--- src/rtl/merge_sort_scheduler_pkg.sv ---
// Shared definitions for merge_sort_scheduler: frame geometry, word field offsets, FSM states.
// Optional build macro SORT_EARLY_EXIT_EN is consumed by the top module.
`ifndef PORT_NUB_TOTAL
`define PORT_NUB_TOTAL 16
`endif
`ifndef DATA_WIDTH
`define DATA_WIDTH 8
`endif

package merge_sort_scheduler_pkg;

    localparam int PORT_NUB_TOTAL = `PORT_NUB_TOTAL;
    localparam int DATA_WIDTH     = `DATA_WIDTH;
    localparam int ID_W           = $clog2(PORT_NUB_TOTAL);
    localparam int WIDTH_PORT     = 2 * ID_W + DATA_WIDTH;

    // Port word layout is {dst, src, data}, dst in the top bits.
    localparam int DST_MSB  = WIDTH_PORT - 1;
    localparam int SRC_MSB  = WIDTH_PORT - 1 - ID_W;
    localparam int DATA_MSB = DATA_WIDTH - 1;

    typedef enum logic [1:0] {
        ST_IDLE = 2'd0,
        ST_SORT = 2'd1,
        ST_DONE = 2'd2
    } state_t;

    function automatic logic [ID_W-1:0] dst_of(input logic [WIDTH_PORT-1:0] w);
        return w[DST_MSB -: ID_W];
    endfunction

    function automatic logic [ID_W-1:0] src_of(input logic [WIDTH_PORT-1:0] w);
        return w[SRC_MSB -: ID_W];
    endfunction

    function automatic logic [DATA_WIDTH-1:0] data_of(input logic [WIDTH_PORT-1:0] w);
        return w[DATA_MSB:0];
    endfunction

endpackage

--- src/rtl/merge_sort_scheduler_cmp_exch_pair.sv ---
// Compare-exchange cell: orders two port words by unsigned dst, swapping only on a strict
// greater-than so equal keys keep their input order.
module cmp_exch_pair
    import merge_sort_scheduler_pkg::*;
(
    input  logic [WIDTH_PORT-1:0] a,
    input  logic [WIDTH_PORT-1:0] b,
    output logic [WIDTH_PORT-1:0] lo,
    output logic [WIDTH_PORT-1:0] hi,
    output logic                  swap
);

    assign swap = dst_of(a) > dst_of(b);
    assign lo   = swap ? b : a;
    assign hi   = swap ? a : b;

endmodule

--- src/rtl/merge_sort_scheduler.sv ---
// Odd-even transposition sort of one frame of port words by dst, with valid/ready in and out.
// Build macro SORT_EARLY_EXIT_EN: finish after two consecutive swap-free phases.
module merge_sort_scheduler
    import merge_sort_scheduler_pkg::*;
#(
    parameter int PORT_NUB = 16,
    parameter int CNT_W    = $clog2(PORT_NUB) + 1
) (
    input  logic                           clk,
    input  logic                           rst_n,
    input  logic                           in_valid,
    output logic                           in_ready,
    input  logic [PORT_NUB*WIDTH_PORT-1:0] in_frame,
    output logic                           out_valid,
    input  logic                           out_ready,
    output logic [PORT_NUB*WIDTH_PORT-1:0] out_frame,
    output logic                           busy,
    output logic [CNT_W-1:0]               pass_cnt
);

    localparam int FW    = PORT_NUB * WIDTH_PORT;
    localparam int HALF  = PORT_NUB / 2;

    // Handshake: a transfer happens on an edge where valid and ready are both high; valid holds
    // its payload until accepted, and ready never depends combinationally on valid.
    state_t           state;
    logic             phase;
    logic [FW-1:0]    frame;
    logic [FW-1:0]    even_next;
    logic [FW-1:0]    odd_next;
    logic [FW-1:0]    next_frame;
    logic [HALF-1:0]  even_sw;
    logic [HALF-1:0]  odd_sw;
    logic             sort_done;

    genvar k;
    generate
        for (k = 0; k < HALF; k++) begin : g_even
            cmp_exch_pair u_even (
                .a    (frame[(2*k)*WIDTH_PORT +: WIDTH_PORT]),
                .b    (frame[(2*k+1)*WIDTH_PORT +: WIDTH_PORT]),
                .lo   (even_next[(2*k)*WIDTH_PORT +: WIDTH_PORT]),
                .hi   (even_next[(2*k+1)*WIDTH_PORT +: WIDTH_PORT]),
                .swap (even_sw[k])
            );
        end
        for (k = 0; k < HALF - 1; k++) begin : g_odd
            cmp_exch_pair u_odd (
                .a    (frame[(2*k+1)*WIDTH_PORT +: WIDTH_PORT]),
                .b    (frame[(2*k+2)*WIDTH_PORT +: WIDTH_PORT]),
                .lo   (odd_next[(2*k+1)*WIDTH_PORT +: WIDTH_PORT]),
                .hi   (odd_next[(2*k+2)*WIDTH_PORT +: WIDTH_PORT]),
                .swap (odd_sw[k])
            );
        end
    endgenerate

    // The end ports have no partner in the odd phase.
    assign odd_next[WIDTH_PORT-1:0]   = frame[WIDTH_PORT-1:0];
    assign odd_next[FW-1 -: WIDTH_PORT] = frame[FW-1 -: WIDTH_PORT];
    assign odd_sw[HALF-1]             = 1'b0;

    assign next_frame = phase ? odd_next : even_next;
    assign out_frame  = frame;

`ifdef SORT_EARLY_EXIT_EN
    logic       any_swap;
    logic [1:0] zero_run;

    assign any_swap  = phase ? (|odd_sw) : (|even_sw);
    assign sort_done = (pass_cnt == CNT_W'(PORT_NUB)) || (zero_run == 2'd2);
`else
    wire unused_swaps = |{even_sw, odd_sw};

    assign sort_done = (pass_cnt == CNT_W'(PORT_NUB));
`endif

    always_ff @(posedge clk or negedge rst_n) begin
        if (!rst_n) begin
            state     <= ST_IDLE;
            frame     <= '0;
            pass_cnt  <= '0;
            phase     <= 1'b0;
            in_ready  <= 1'b1;
            out_valid <= 1'b0;
            busy      <= 1'b0;
`ifdef SORT_EARLY_EXIT_EN
            zero_run  <= 2'd0;
`endif
        end else begin
            case (state)
                ST_IDLE: begin
                    if (in_valid) begin
                        frame    <= in_frame;
                        pass_cnt <= '0;
                        phase    <= 1'b0;
                        in_ready <= 1'b0;
                        busy     <= 1'b1;
                        state    <= ST_SORT;
`ifdef SORT_EARLY_EXIT_EN
                        zero_run <= 2'd0;
`endif
                    end
                end
                ST_SORT: begin
                    if (sort_done) begin
                        busy      <= 1'b0;
                        out_valid <= 1'b1;
                        state     <= ST_DONE;
                    end else begin
                        frame <= next_frame;
                        phase <= ~phase;
                        if (pass_cnt != CNT_W'(PORT_NUB))
                            pass_cnt <= pass_cnt + CNT_W'(1);
`ifdef SORT_EARLY_EXIT_EN
                        if (any_swap)
                            zero_run <= 2'd0;
                        else if (zero_run != 2'd2)
                            zero_run <= zero_run + 2'd1;
`endif
                    end
                end
                ST_DONE: begin
                    // Frame and pass_cnt are left untouched so the last result stays visible.
                    if (out_ready) begin
                        out_valid <= 1'b0;
                        in_ready  <= 1'b1;
                        state     <= ST_IDLE;
                    end
                end
                default: begin
                    state <= ST_IDLE;
                end
            endcase
        end
    end

endmodule

--- config.mk ---
export PLATFORM = sky130hd
export DESIGN_NAME = merge_sort_scheduler
export DESIGN_NICKNAME = d
export VERILOG_FILES = /design/src/rtl/merge_sort_scheduler_pkg.sv /design/src/rtl/merge_sort_scheduler_cmp_exch_pair.sv /design/src/rtl/merge_sort_scheduler.sv
export SDC_FILE = /design/constraint.sdc
export NUM_CORES = 1
export LEC_CHECK = 0
export ABC_AREA = 1
export CELL_PAD_IN_SITES_DETAIL_PLACEMENT = 0
export CELL_PAD_IN_SITES_GLOBAL_PLACEMENT = 1
export CORE_UTILIZATION = 33
export DETAILED_ROUTE_END_ITERATION = 10
export PLACE_DENSITY = 0.87
export SYNTH_ARGS = -nofsm -noshare
export SYNTH_HDL_FRONTEND = slang
export SYNTH_SLANG_ARGS = --single-unit
--- constraint.sdc ---
create_clock -name clk -period 2 [get_ports clk]
set_input_delay 0.4 -clock clk [delete_from_list [all_inputs] [get_ports clk]]
set_output_delay 0.4 -clock clk [all_outputs]
set_load 0.005 [all_outputs]
==> flow_summary.toml <==
[status]
outcome = "complete, no violations"

[yosys]
synthMuxAreaShare_pct = 0
synth_compound_area_share_pct = 3.88
synth.area.top_cells = "dfrtp_1 (40%), nand2_1 (28%), nand3_1 (8.9%)"
ys_types = 27
syn_area_sq_um = 16700
synth_nets = 2769
seq_area_frac_synth_pct = 40.0
synthSimpleGateAreaFrac_pct = 44.2
synth_xor_area_share_pct = 0.105
yosys.area_share.adder_pct = 4.64
synth_top_area_share_pct = 39.8
yosys_warnings = 0
synth_top_family_by_area = "simple AND/OR/NAND/NOR gates"
synth-seq-cells = 267
syn_inst = 2447
syn_avg_cell_area_sq_um = 6.83
synth_top_area_cell = "dfrtp_1"

[routing]
drc = 0
vias = 20000
ant_nets = 0
drtIter0Drc = 2013
dr.pass1.iters = 6
wl_per_cell_microns = 20.6
routed_via_density = 5.32
totalWireLength_microns = 77300

[floorplan]
die_w_microns = 227
start_util_pct = 33.4
die_area_sq_um = 51600
fp-row-count = 82
io_pins = 524
fp.coreArea_sq_um = 50100
die_height_microns = 227

[cts]
tritoncts = "yes"
numCtsBuffers = 34
clock_sinks = 267
clock_path_buffers = 3
clock_latency_ns = 0.56
h-tree-depth = 2
clk_pin_slew_ns = 0.06
clockRootBuffer = "clkbuf_16"

[timing]
whs_ns = 0.404
slew_violations = 0
period_minus_slack_ns = 1.98
fin_skew_ns = 0.0203
max_freq_mhz = 505
rsz0062_at_grt = "true"
tns_ns = 0
worst_pin_slew_ns = 0.669
hold_viol_final = 0
fin_crit_sh_pct = 99.0
relSlewSlack_pct = 55.4
setup_viol = 0

[worst_setup_path]
crit_path_max_fanout = 4
cp.required_ns = 1.60
cp-startpoint = "out_frame[179]"
startpoint_type = "register"
cp-end-kind = "output port"
crit_arrival_ns = 1.58
crit_chain = "clkdlybuf4s50_1"
critical_path_class = "reg2out"
timing.rr.end = "out_frame[200]"
cpPeakStageDelay_ns = 0.57
regToRegStartpoint = "state[1]"
critPathBufInv = 1
worst_path_dominant_cell_family = "buffers and inverters"
rrSetupSlack_ns = 0.13
slowest_stage = "clkdlybuf4s50_1"
ff2ff_path_depth = 10

[placement]
place_inst = 3649
gp_congestion = 0.952
dp_hpwl_microns = 58700
portBuffers = 523

[global_routing]
grt_max_degree = 123
globalRoute.totalOverflow = 0
antenna_found_initial = 5
grt_pass1_wl_microns = 116000
grt_pass1_vias = 19500
grt_usage_pct = 29.4

[flow_run]
maxCapViolations = 0

[final_layout]
layout-drive-gt1-share_pct = 10.9
layout.cells.non_filler = 3756
syn2layout_area_growth_pct = 51.5
final_nets = 3381
fillers = 5014

[power_and_ir_drop]
peakVddDrop_mv = 0.988
intPower_w = 0.0255
p_clk_share_pct = 12.1
power.leakage_nw = 12.5
p_sw_share_pct = 49.0
power.switching_w = 0.0245
p_per_area_nw_per_um2 = 1970
p_comb_share_pct = 67.1
p_seq_share_pct = 20.8

[min_path]
hold_path.class = "in2async"
## what timing repair did
item / 4_1_cts / 5_1_grt
gates resized for setup: 57 / 40
hold buffers: 1 / 0
endpoints found under the hold margin: 45 / 0
pin swaps: 0 / 1
setup buffers: 34 / 11
endpoints found under the setup margin: 108 / 186
## final cells by class
class	instances	area (sq um)	area share [%]
diodes	1	2.50	0.00988
clock buffers	52	968	3.82
clock inverters	8	83.8	0.331
inverters	116	438	1.73
multi-input cells	1902	8910	35.2
flip-flops and latches	267	6740	26.6
well taps	672	841	3.32
repair buffers	738	7350	29.0
## logic make-up after synthesis
group / count (synthesis)
xor+xnor: 2
simple gates: 1734
buf+inv: 278
flops: 267
fa+ha+maj: 62
compound gates: 104
## layer usage
metal / global-route usage (%) / up-vias / part of all wire (%) / routed length [microns]
met5: 0 / - / 0.063 / 49
met4: 9.66 / 8 / 2.8 / 2180
met3: 5.27 / 136 / 8.2 / 6380
met2: 48.9 / 923 / 47 / 36600
met1: 38.6 / 9653 / 42 / 32100
li1: - / 9250 / - / -
## cells in the final DEF (no fill, tap or decap), drive strengths merged, types with 2 or more instances in the layout
master | synthesis | final
a21oi | 15 | 15
a22oi | 32 | 32
buf | 90 | 215
clkbuf | 72 | 52
clkdlybuf4s50 | 0 | 496
clkinv | 0 | 5
dfrtp | 266 | 266
dlygate4sd2 | 0 | 16
dlymetal6s2s | 0 | 10
ha | 62 | 62
inv | 116 | 118
nand2 | 1256 | 1256
nand3 | 309 | 309
nand4 | 163 | 163
nor2 | 5 | 5
o211ai | 16 | 16
o21ai | 38 | 38
xor2 | 2 | 2
## power by group through the flow
stage          Sequential (W)  Clock, W  Combinational, W
4_1_cts                0.0103   0.00609            0.0329
5_1_grt                0.0106   0.00629            0.0369
6_report               0.0104   0.00604            0.0335
3_3_place_gp           0.0105         0            0.0316
3_5_place_dp           0.0105         0            0.0322
2_1_floorplan         0.00968         0            0.0177
## Yosys cell counts
library cell	instances
nand2_1	1251
o21a_1	1
buf_6	2
nand3_1	297
o211ai_1	16
inv_2	2
xor2_1	2
a21o_1	1
o31ai_1	1
nor2_1	3
ha_1	62
nor2_4	1
nand3_2	12
clkbuf_1	72
buf_2	67
o21ai_0	38
nor2_2	1
inv_1	114
dfrtp_1	266
nand4_1	163
buf_4	16
nor3b_1	1
nand2_2	5
a21oi_1	15
buf_1	5
dfstp_2	1
a22oi_1	32
## worst max-delay path by stage
stage / end / slack [ns] / cells after the start
detailed placement: out_frame[79] / -0.13 / 11
global placement: out_frame[72] / -0.04 / 11
global route: out_frame[45] / -0.02 / 2
finish: out_frame[179] / 0.02 / 1
CTS: out_frame[72] / 0.003 / 1
floorplan: out_frame[93] / 0.26 / 12
## state kept, by name, summed over array words and instances (netlist names)
register / count
busy: 1
state: 2
in_ready: 1
out_frame: 256
phase: 1
out_valid: 1
pass_cnt: 5
## stage by stage
| stage | setup slack (ns) | utilization [%] | instance area [sq um] | power, W |
|---|---|---|---|---|
| after global placement | -0.0432 | 47.5 | 23800 | 0.0421 |
| after CTS | 0.00250 | 50.2 | 25100 | 0.0493 |
| after floorplan | 0.264 | - | 16700 | 0.0274 |
| after global routing | -0.0158 | 50.6 | 25300 | 0.0538 |
| final | 0.0204 | 50.6 | 25300 | 0.0499 |
| after detailed placement | -0.128 | 47.5 | 23800 | 0.0427 |
(Power assumes the default switching activity.)
